===== src/rtl/cdp_pkg.sv =====
// Shared definitions for the core-side data-memory port: FSM state encoding
// and parameter defaults used by core_dmem_port and its latency/timeout counters.
package cdp_pkg;

   typedef enum logic [1:0] {
      IDLE  = 2'd0,
      REQ   = 2'd1,
      RWAIT = 2'd2
   } cdp_state_e;

   localparam int CDP_TIMEOUT_DEFAULT = 255;
   localparam int CDP_TO_W            = 8;
   localparam int CDP_LAT_W           = 2;

endpackage


===== src/rtl/cdp_lat_counter.sv =====
// Loadable down-counter with zero flag; stops at zero rather than wrapping.
// Used for read-latency wait and for the grant-wait timeout.
module cdp_lat_counter #(
   parameter int W = 2
) (
   input  logic         Clk,
   input  logic         rst_n,
   input  logic         load,
   input  logic [W-1:0] load_val,
   input  logic         dec,
   output logic         zero
);

   logic [W-1:0] cnt;

   always_ff @(posedge Clk or negedge rst_n) begin
      if (!rst_n) begin
         cnt <= '0;
      end else if (load) begin
         cnt <= load_val;
      end else if (dec && (cnt != '0)) begin
         cnt <= cnt - 1'b1;
      end
   end

   assign zero = (cnt == '0);

endmodule


===== src/rtl/core_dmem_port.sv =====
// Core-side requester for dmem_controller: one load/store outstanding, held until memAV.
// Optional grant-wait abort is built when CDP_TIMEOUT_EN is defined.
//
// state | meaning
// IDLE  | ready for a new request, req_ready = 1
// REQ   | memREAD or memWE held, AR/DR stable, waiting for memAV
// RWAIT | load granted, counting down read latency before sampling MEM
module core_dmem_port
   import cdp_pkg::*;
#(
   parameter int WIDTH    = 8,
   parameter int READ_LAT = 1,
   parameter int TIMEOUT  = CDP_TIMEOUT_DEFAULT
) (
   input  logic             Clk,
   input  logic             rst_n,
   input  logic             req_valid,
   input  logic             req_we,
   input  logic [WIDTH-1:0] req_addr,
   input  logic [WIDTH-1:0] req_wdata,
   output logic             req_ready,
   output logic             rsp_valid,
   output logic [WIDTH-1:0] rsp_rdata,
   output logic             rsp_err,
   output logic             memREAD,
   output logic             memWE,
   output logic [WIDTH-1:0] AR,
   output logic [WIDTH-1:0] DR,
   input  logic             memAV,
   input  logic [WIDTH-1:0] MEM,
   output logic             busy
);

   if (READ_LAT < 1 || READ_LAT > 3 || TIMEOUT < 1 || TIMEOUT > 255) begin : g_param_check
      $error("core_dmem_port: READ_LAT must be 1..3 and TIMEOUT 1..255");
   end

   localparam logic [CDP_LAT_W-1:0] LAT_LOAD = CDP_LAT_W'(READ_LAT - 1);

   cdp_state_e       state, state_nxt;
   logic             we_q;
   logic [WIDTH-1:0] ar_q, dr_q, rdata_q;
   logic             rsp_valid_q;
   logic             accept, grant, lat_zero, lat_done, abort;

   assign accept   = req_valid && (state == IDLE);
   assign grant    = memAV && (state == REQ);
   assign lat_done = lat_zero && (state == RWAIT);

   cdp_lat_counter #(.W(CDP_LAT_W)) u_lat_cnt (
      .Clk      (Clk),
      .rst_n    (rst_n),
      .load     (grant && !we_q),
      .load_val (LAT_LOAD),
      .dec      (state == RWAIT),
      .zero     (lat_zero)
   );

`ifdef CDP_TIMEOUT_EN
   localparam logic [CDP_TO_W-1:0] TO_LOAD = CDP_TO_W'(TIMEOUT - 1);

   logic to_zero;
   logic rsp_err_q;

   // Reloaded on every accept; counts down only through ungranted REQ cycles.
   cdp_lat_counter #(.W(CDP_TO_W)) u_to_cnt (
      .Clk      (Clk),
      .rst_n    (rst_n),
      .load     (accept),
      .load_val (TO_LOAD),
      .dec      ((state == REQ) && !memAV),
      .zero     (to_zero)
   );

   assign abort = (state == REQ) && !memAV && to_zero;

   always_ff @(posedge Clk or negedge rst_n) begin
      if (!rst_n) begin
         rsp_err_q <= 1'b0;
      end else begin
         rsp_err_q <= abort;
      end
   end

   assign rsp_err = rsp_err_q;
`else
   assign abort   = 1'b0;
   assign rsp_err = 1'b0;
`endif

   always_ff @(posedge Clk or negedge rst_n) begin
      if (!rst_n) begin
         state <= IDLE;
      end else begin
         state <= state_nxt;
      end
   end

   always_comb begin
      state_nxt = state;
      case (state)
         IDLE: begin
            if (accept) state_nxt = REQ;
         end
         REQ: begin
            if (memAV)      state_nxt = we_q ? IDLE : RWAIT;
            else if (abort) state_nxt = IDLE;
         end
         RWAIT: begin
            if (lat_zero) state_nxt = IDLE;
         end
         default: state_nxt = IDLE;
      endcase
   end

   always_comb begin
      req_ready = (state == IDLE);
      busy      = (state != IDLE);
      memREAD   = (state == REQ) && !we_q;
      memWE     = (state == REQ) && we_q;
   end

   // Response pulse lands in the cycle the FSM is back in IDLE, allowing back-to-back accept.
   always_ff @(posedge Clk or negedge rst_n) begin
      if (!rst_n) begin
         we_q        <= 1'b0;
         ar_q        <= '0;
         dr_q        <= '0;
         rdata_q     <= '0;
         rsp_valid_q <= 1'b0;
      end else begin
         if (accept) begin
            we_q <= req_we;
            ar_q <= req_addr;
            dr_q <= req_wdata;
         end
         rsp_valid_q <= (grant && we_q) || lat_done || abort;
         if (lat_done) begin
            rdata_q <= MEM;
         end else if (abort) begin
            rdata_q <= '0;
         end
      end
   end

   assign AR        = ar_q;
   assign DR        = dr_q;
   assign rsp_valid = rsp_valid_q;
   assign rsp_rdata = rdata_q;

endmodule

===== config.mk =====
export PLATFORM = sky130hd
export DESIGN_NAME = core_dmem_port
export DESIGN_NICKNAME = d
export VERILOG_FILES = /design/src/rtl/cdp_pkg.sv /design/src/rtl/cdp_lat_counter.sv /design/src/rtl/core_dmem_port.sv
export SDC_FILE = /design/constraint.sdc
export NUM_CORES = 1
export LEC_CHECK = 0
export BUFFER_PORTS_ARGS = -buffer_cell sky130_fd_sc_hd__buf_2
export CELL_PAD_IN_SITES_DETAIL_PLACEMENT = 1
export CELL_PAD_IN_SITES_GLOBAL_PLACEMENT = 1
export CORE_UTILIZATION = 38
export CTS_CLUSTER_SIZE = 24
export DETAILED_ROUTE_END_ITERATION = 8
export PLACE_DENSITY_LB_ADDON = 0.1
export SLEW_MARGIN = 0
export SYNTH_ARGS = -nofsm -noshare
export SYNTH_HDL_FRONTEND = slang
export SYNTH_HIERARCHICAL = 1
export SYNTH_SLANG_ARGS = --single-unit

===== constraint.sdc =====
create_clock -name Clk -period 4.5 [get_ports Clk]
set_input_delay 0.225 -clock Clk [delete_from_list [all_inputs] [get_ports Clk]]
set_output_delay 0.225 -clock Clk [all_outputs]
set_load 0.05 [all_outputs]

==> metrics.cfg, run 1 <==
[outcome]
status=complete, no violations

[drt]
wire_per_inst_um=14.0
drtAntennaViolNets=0
drcViolationCount=0
first_pass_iters=4
viasPerCell=4.66
routed_wirelength_um=2690
vias=899
drt_iter0_markers=22

[synth]
ys_seq_elements=30
yosysSeqAreaShare=0.576
yosysMostFrequentCell=dfrtp_1
post_synth_inst_count=84
ys_types=26
synth_top_area_frac=0.576
async_flop_share=1.00
synth_area_leaders=dfrtp_1 (58%), mux2_2 (13%), mux2_4 (12%)
yosysTopAreaCell=dfrtp_1
syn_area_per_cell_um2=15.5
netlist_area_um2=1300
synth_commonest_cells=dfrtp_1 (30), mux2_2 (15), mux2_4 (10)
synth-edff-count=0
synth_ff_type=dfrtp_1
ys_warn_count=6

[global_route]
grt_max_degree=31
track_usage=0.168
grt_pass1_wl_um=4260
grtUsageMet1=0.199
grtUsageMet3=0.0640
antenna_found_initial=0
globalRouteMet2Util=0.265
grt_pass1_vias=884
busiest_layer=met2
overflow=0

[timing]
maxSlewHeadroom=0.328
finalCritPeriodShare=0.416
finalClockSkew_ns=0.00212
max_freq_ghz=0.534
final-hold-violation-count=0
slew_violations=0
tightest_slew_ns=1.01
setup_viol_count_final=0
setup_tns_ns=0
rsz0062_at_grt=no
period_needed_ns=1.87

[clock_tree]
ctsHoldBuffers=1
root_buffer=clkbuf_4
clkTransAtPathRegs_ns=0.09
numCtsBuffers=5
ctsLongestPathBuffers=2
clk_latency_ns=0.33
ctsResizeCount=0
cts.sinks=30
cts_setup_buffers=0
htreeDepth=2
cts_tree=built

[critical_path]
slowest_delay_ns=0.87
path_buf_inv=0
critPathSlowestCell=nor3b_4
r2r_setup_slack_ns=2.63
cp-start-kind=register
critical_path.top_delay_family=simple AND/OR/NAND/NOR gates
required_ns=4.72
r2r_cells=2
cp_num_cells=2
cp.arrival_ns=2.09
cp-end-kind=register
crit_type=reg -> reg
reg2reg_from=state[0]
crit_fanout=17
rr_endpoint=AR[0]
worstPathCellList=nor3b_4, mux2_2

[floorplan]
rows=20
io_pins=59
die_w_um=60.5
initial_core_util=0.413
design.core.area_um2=3150
die_h_um=60.5
dieArea_um2=3670

[placement]
place.gp.congestion=0.706
hpwl_um=2000
port_buffers=57

[finish]
diodes=0
area_growth_pct=29.1
nets=178
drive_above_1_share=0.617
fillers=361

[hold_path]
min_path_type=in -> reg
hp-start=req_wdata[4]
min_to=DR[4]
holdPathStages=2

[job]
maxCapViolCount=0

[kinds of logic after synthesis]
family          count (synthesis)  share of synthesized area
simple gates                   15                     0.0922
other cells                     1                    0.00288
flops                          30                      0.576
compound gates                  5                     0.0327
mux                            25                      0.245
buf+inv                         7                     0.0413
fa+ha+maj                       1                    0.00960
[area by class of cell]
type                       count  area [µm²]  share of cell area
multi-input combinational     49         505               0.301
clock buffer                   7        55.1              0.0327
inverter                       4        15.0             0.00893
clock inverter                 1        5.00             0.00298
tap                           44        55.1              0.0327
sequential                    30         751               0.446
timing repair buffer          58         295               0.176
[through the flow]
stage          instance area [µm²]  setup slack (ns)  cells   util  hold WS (ns)
6_report                      1680              2.63    193  0.533         0.121
5_1_grt                       1680              2.50    193  0.533         0.106
4_1_cts                       1680              2.57    193  0.533         0.106
3_5_place_dp                  1610              2.57    184  0.511         0.293
3_3_place_gp                  1610              2.65    184  0.511         0.292
2_1_floorplan                 1310              2.64     86      -       -0.0706
[worst register-to-register path: cells and delay by family, from the launching register on]
family | cells | cell delay, ns
muxes | 1 | 0.42
and+or+nand+nor | 1 | 0.87
DFF | 1 | 0.48
[worst max path at each step]
stage | endpoint | slack, ns | start
finish | AR[0] | 2.63 | state[0]
global route | AR[0] | 2.50 | state[0]
CTS | AR[0] | 2.57 | state[0]
detailed placement | AR[0] | 2.57 | state[0]
global placement | AR[1] | 2.65 | state[0]
floorplan | memREAD | 2.64 | state[1]
[layout by cell type (no fill, tap or decap), types with 2 or more instances in the layout]
cell | Yosys | routed
buf_2 | 0 | 57
dfrtp_1 | 30 | 30
mux2_2 | 15 | 15
mux2_4 | 10 | 10
clkbuf_4 | 0 | 5
inv_1 | 4 | 4
conb_1 | 1 | 3
nand2b_1 | 2 | 2
or4b_1 | 2 | 2
nand2_1 | 2 | 2
[sequential cells by signal, summed over array words and instances (netlist names)]
register       count
u_lat_cnt/cnt      2
rsp_rdata          8
DR                 8
AR                 8
state              2
rsp_valid          1
we_q               1
[metal layers]
metal	vias to the layer above	routed length, µm
li1	416	-
met1	437	1080
met2	39	1320
met3	7	234
met4	0	55
met5	-	0
Power of run 1 is not shown: default switching activity piles up to over one toggle a cycle in this logic, so the estimate is an artifact.
==> inputs of run 2 (changes only) <==
--- a/config.mk
+++ b/config.mk
@@ -5,10 +5,11 @@
 export SDC_FILE = /design/constraint.sdc
 export NUM_CORES = 1
 export LEC_CHECK = 0
+export ABC_AREA = 1
 export BUFFER_PORTS_ARGS = -buffer_cell sky130_fd_sc_hd__buf_2
 export CELL_PAD_IN_SITES_DETAIL_PLACEMENT = 1
 export CELL_PAD_IN_SITES_GLOBAL_PLACEMENT = 1
-export CORE_UTILIZATION = 38
+export CORE_UTILIZATION = 32
 export CTS_CLUSTER_SIZE = 24
 export DETAILED_ROUTE_END_ITERATION = 8
 export PLACE_DENSITY_LB_ADDON = 0.1
==> constraint.sdc (replaced) <==
create_clock -name Clk -period 1.8 [get_ports Clk]
set_input_delay 0.09 -clock Clk [delete_from_list [all_inputs] [get_ports Clk]]
set_output_delay 0.09 -clock Clk [all_outputs]
set_load 0.05 [all_outputs]
==> metrics.cfg, run 2 <==
[outcome]
status=complete, no violations  ; unchanged

[timing]
finalClockSkew_ns=0.00230  ; was 0.00212 ns
rsz0062_at_grt=no  ; unchanged
holdWs_ns=0.0533  ; was 0.121 ns
tightest_slew_ns=0.678  ; was 1.01 ns
period_needed_ns=1.53
finalCritPeriodShare=0.850
slew_violations=0  ; unchanged
max_freq_ghz=0.653
final-hold-violation-count=0  ; unchanged
setup_viol_count_final=0  ; unchanged
maxSlewHeadroom=0.548  ; was 0.328
setup_tns_ns=0  ; unchanged

[synth]
synth_ff_type=dfrtp_1  ; unchanged
synth-edff-count=0  ; unchanged
yosysTopAreaCell=dfrtp_1  ; unchanged
syn_area_per_cell_um2=8.71  ; was 15.5 µm²
ys_seq_elements=30  ; unchanged
ys_types=17  ; was 26
synth_commonest_cells=nand2_1 (62), dfrtp_1 (30), nand3_1 (19)  ; was dfrtp_1 (30), mux2_2 (15), mux2_4 (10)
yosysSeqAreaShare=0.575  ; was 0.576
async_flop_share=1.00  ; unchanged
synth_area_leaders=dfrtp_1 (57%), nand2_1 (18%), nand3_1 (7.3%)  ; was dfrtp_1 (58%), mux2_2 (13%), mux2_4 (12%)
ys_warn_count=6  ; unchanged
netlist_area_um2=1310  ; was 1300 µm²
yosysMostFrequentCell=nand2_1  ; was dfrtp_1
post_synth_inst_count=150  ; was 84
synth_top_area_frac=0.575  ; was 0.576

[critical_path]
required_ns=1.71  ; was 4.72 ns
crit_type=reg -> out  ; was reg -> reg
crit_path_start=state[1]  ; was state[0]
cp-start-kind=register  ; unchanged
crit_fanout=12  ; was 17
cp-end-kind=primary output  ; was register
reg2reg_from=state[1]  ; was state[0]
cp.arrival_ns=1.44  ; was 2.09 ns

[clock_tree]
clk_latency_ns=0.27  ; was 0.33 ns
root_buffer=clkbuf_8  ; was clkbuf_4
cts.sinks=30  ; unchanged
htreeDepth=2  ; unchanged
numCtsBuffers=5  ; unchanged
ctsLongestPathBuffers=2  ; unchanged
cts_tree=built  ; unchanged
cts_setup_buffers=0  ; unchanged
clkTransAtPathRegs_ns=0.06  ; was 0.09 ns

[global_route]
grt_pass1_vias=1296  ; was 884
antenna_found_initial=0  ; unchanged
grt_pass1_wl_um=5780  ; was 4260 µm
overflow=0  ; unchanged
grt_max_degree=31  ; unchanged
track_usage=0.179  ; was 0.168

[drt]
drtAntennaViolNets=0  ; unchanged
routed_wirelength_um=3390  ; was 2690 µm
drcViolationCount=0  ; unchanged
vias=1212  ; was 899
viasPerCell=4.68  ; was 4.66
first_pass_iters=2  ; was 4
drt_iter0_markers=34  ; was 22
wire_per_inst_um=13.1  ; was 14.0 µm

[finish]
mostFrequentLayoutCells=nand2_1 (62), buf_2 (57), dfrtp_1 (30), nand3_1 (19), nand4_1 (10)  ; was buf_2 (57), dfrtp_1 (30), mux2_2 (15), mux2_4 (10), clkbuf_4 (5)
final_core_util=0.447  ; was 0.533
drive_above_1_share=0.327  ; was 0.617
final_common_cell=nand2_1  ; was buf_2
area_growth_pct=30.0  ; was 29.1%
nets=241  ; was 178
diodes=0  ; unchanged

[job]
maxCapViolCount=0  ; unchanged

[floorplan]
dieArea_um2=4340  ; was 3670 µm²
initial_core_util=0.344  ; was 0.413
io_pins=59  ; unchanged
die_h_um=65.9  ; was 60.5 µm
die_w_um=65.9  ; was 60.5 µm
rows=22  ; was 20
design.core.area_um2=3800  ; was 3150 µm²

[placement]
place.gp.congestion=0.668  ; was 0.706
hpwl_um=2580  ; was 2000 µm
port_buffers=57  ; unchanged

[hold_path]
min_path_type=in -> reg  ; unchanged
hp-start=req_addr[6]  ; was req_wdata[4]

==> run 2: what timing repair did <==
action	CTS	global route
resized for setup	0	0
endpoints found under the hold margin	30	0
hold buffers	1	0
==> run 2: kinds of logic after synthesis <==
logic type               after synthesis  synth area share
AND/OR/NAND/NOR                       97             0.325
flip-flops                            30             0.575
buffers and inverters                 18            0.0766
AO/OA/AOI/OAI                          3            0.0115
adder cells (fa/ha/maj)                1           0.00958
other                                  1           0.00287
==> run 2: final cells by class <==
| type | instances | area (µm²) |
|---|---|---|
| clock buffers | 7 | 76.3 |
| multi-input cells | 104 | 463 |
| well taps | 48 | 60.1 |
| fillers | 487 | 2100 |
| flip-flops and latches | 30 | 751 |
| inverters | 10 | 37.5 |
| repair buffers | 60 | 310 |
==> run 2: final timing paths <==
check,endpoint,slack [ns],cells past startpoint
max,req_ready,0.27,3
min,AR[6],0.05,3
max reg2reg,AR[4],0.36,5
min reg2reg,DR[7],0.47,2
max in group asynchronous,AR[4],0.97,2
min in group asynchronous,DR[6],0.39,2
==> run 2: worst max-delay path, cell delays in order (launching register included) <==
cell and delay [ns]:
dfrtp_1 0.51, nor2_2 0.17, buf_4 0.20, buf_2 0.28
==> run 2: stage by stage <==
stage | instance area (µm²) | worst slack, ns | std cells
6_report | 1700 | 0.269 | 259
5_1_grt | 1700 | 0.185 | 259
4_1_cts | 1700 | 0.256 | 259
3_5_place_dp | 1610 | 0.363 | 251
3_3_place_gp | 1610 | 0.446 | 251
2_1_floorplan | 1310 | 0.359 | 152
==> run 2: per-layer routing <==
layer / track usage / part of all wire / vias up
li1: - / - / 595
met1: 0.196 / 0.41 / 560
met2: 0.319 / 0.51 / 45
met3: 0.0328 / 0.053 / 12
met4: 0.103 / 0.031 / 0
met5: 0 / 0 / -
Power of run 2 is left out for the same reason.
==> inputs of run 3 (changes only) <==
--- a/config.mk
+++ b/config.mk
@@ -12,7 +12,9 @@
 export CORE_UTILIZATION = 32
 export CTS_CLUSTER_SIZE = 24
 export DETAILED_ROUTE_END_ITERATION = 8
+export HOLD_SLACK_MARGIN = 0.06
 export PLACE_DENSITY_LB_ADDON = 0.1
+export REMOVE_ABC_BUFFERS = 1
 export SLEW_MARGIN = 0
 export SYNTH_ARGS = -nofsm -noshare
 export SYNTH_HDL_FRONTEND = slang
==> metrics.cfg, run 3 (same netlist as run 2, synthesis figures left out) <==
[outcome]
status=complete, no violations  ; unchanged

[timing]
period_needed_ns=1.51  ; was 1.53 ns
maxSlewHeadroom=0.552  ; was 0.548
holdWs_ns=0.0716  ; was 0.0533 ns
final-hold-violation-count=0  ; unchanged
max_freq_ghz=0.663  ; was 0.653 GHz
slew_violations=0  ; unchanged
tightest_slew_ns=0.672  ; was 0.678 ns
finalClockSkew_ns=0.00386  ; was 0.00230 ns
finalCritPeriodShare=0.838  ; was 0.850
rsz0062_at_grt=no  ; unchanged
finalWorstSetupSlack_ns=0.291  ; was 0.269 ns
setup_viol_count_final=0  ; unchanged

[placement]
placed_area_um2=1610  ; unchanged
place.gp.congestion=0.729  ; was 0.668
port_buffers=57  ; unchanged
hpwl_um=2480  ; was 2580 µm
dp_slack_ns=0.348  ; was 0.363 ns

[clock_tree]
clk_latency_ns=0.27  ; about the same
root_buffer=clkbuf_8  ; unchanged
clkTransAtPathRegs_ns=0.06  ; about the same
ctsResizeCount=0  ; unchanged
ctsHoldBuffers=17  ; was 1
cts.sinks=30  ; unchanged
ctsLongestPathBuffers=2  ; unchanged
numCtsBuffers=5  ; unchanged
cts_tree=built  ; unchanged
htreeDepth=2  ; unchanged
cts_setup_buffers=0  ; unchanged

[floorplan]
initial_core_util=0.344  ; unchanged
die_h_um=65.9  ; unchanged
die_w_um=65.9  ; unchanged
dieArea_um2=4340  ; unchanged
rows=22  ; unchanged
io_pins=59  ; unchanged
design.core.area_um2=3800  ; unchanged

[critical_path]
critPathSlowestCell=dfrtp_1  ; unchanged
cp-end-kind=primary output  ; unchanged
cp-start-kind=register  ; unchanged
cp.arrival_ns=1.42  ; was 1.44 ns
required_ns=1.71  ; about the same
crit_type=reg -> out  ; unchanged
crit_fanout=8  ; was 12
worstPathCellList=nor2_2, buf_2  ; was nor2_2, buf_4, buf_2
path_buf_inv=1  ; was 2
slowest_delay_ns=0.44  ; was 0.51 ns
critical_path.top_delay_family=flip-flops  ; unchanged

[hold_path]
min_path_type=in -> reg  ; unchanged

[finish]
diodes=0  ; unchanged
mostFrequentLayoutCells=nand2_1 (62), buf_2 (57), dfrtp_1 (30), nand3_1 (19), dlygate4sd3_1 (17)  ; was nand2_1 (62), buf_2 (57), dfrtp_1 (30), nand3_1 (19), nand4_1 (10)
nets=257  ; was 241
final_common_cell=nand2_1  ; unchanged
drive_above_1_share=0.304  ; was 0.327
stdcell_area_um2=1860  ; was 1700 µm²
multi_input_area_um2=463  ; unchanged
area_growth_pct=42.2  ; was 30.0%
fillers=481  ; was 487
seqCellArea_um2=751  ; unchanged

[drt]
drt_iter0_markers=34  ; unchanged
drtAntennaViolNets=0  ; unchanged
drcViolationCount=0  ; unchanged
routed_wirelength_um=3740  ; was 3390 µm
wire_per_inst_um=13.6  ; was 13.1 µm
first_pass_iters=4  ; was 2
viasPerCell=4.62  ; was 4.68
vias=1271  ; was 1,212

[power_and_ir_drop]
pwr_density_cell_nw_per_um2=2180
p_total_mw=4.06
ir_drop_mv=1.28
leakagePower_nw=1.06

[global_route]
grt_pass1_wl_um=6340  ; was 5780 µm
grt_pass1_vias=1409  ; was 1,296
grt_max_degree=31  ; unchanged
overflow=0  ; unchanged
track_usage=0.200  ; was 0.179
antenna_found_initial=0  ; unchanged

[job]
maxCapViolCount=0  ; unchanged

[run 3: where the power goes]
group,internal (mW),switching (mW),total (mW)
clock,0.265,0.229,0.494
sequential,1.00,0.191,1.19
combinational,0.526,1.84,2.37
total,1.79,2.26,4.06
[run 3: path summary, 6_finish.rpt]
check                             from  depth (start not counted)            to  slack [ns]
max                           state[0]                          2     req_ready        0.29
max reg2reg                   state[0]                          4         AR[1]        0.33
min in group asynchronous        rst_n                          2  rsp_rdata[2]        0.39
min                        req_addr[6]                          3         AR[6]        0.07
min reg2reg                      DR[6]                          2         DR[6]        0.47
max in group asynchronous        rst_n                          2         AR[6]        0.98
[run 3: per-stage QoR]
stage / setup TNS, ns / util / instances
floorplan: -1.96 / - / 144
global placement: 0 / 0.424 / 251
detailed placement: 0 / 0.424 / 251
CTS: 0 / 0.489 / 275
global route: 0 / 0.489 / 275
finish: 0 / 0.489 / 275
[run 3: final cells by class]
cell class / instances / area share
flip-flops and latches: 30 / 0.404
repair buffers: 76 / 0.253
multi-input cells: 104 / 0.249
clock buffers: 7 / 0.0411
well taps: 48 / 0.0323
inverters: 10 / 0.0202
[run 3: worst reg2reg max path: cells and delay by family, from the launching register on]
family	cells	cell delay, ns
simple gates	4	0.91
flops	1	0.44
[run 3: layer usage]
layer,up-vias,track usage,wire length (µm)
met5,-,0,0
met4,0,0.0978,25
met3,2,0.0500,182
met2,41,0.374,2040
met1,599,0.203,1490
li1,629,-,-
No activity file was read; power rests on OpenSTA's default activity.
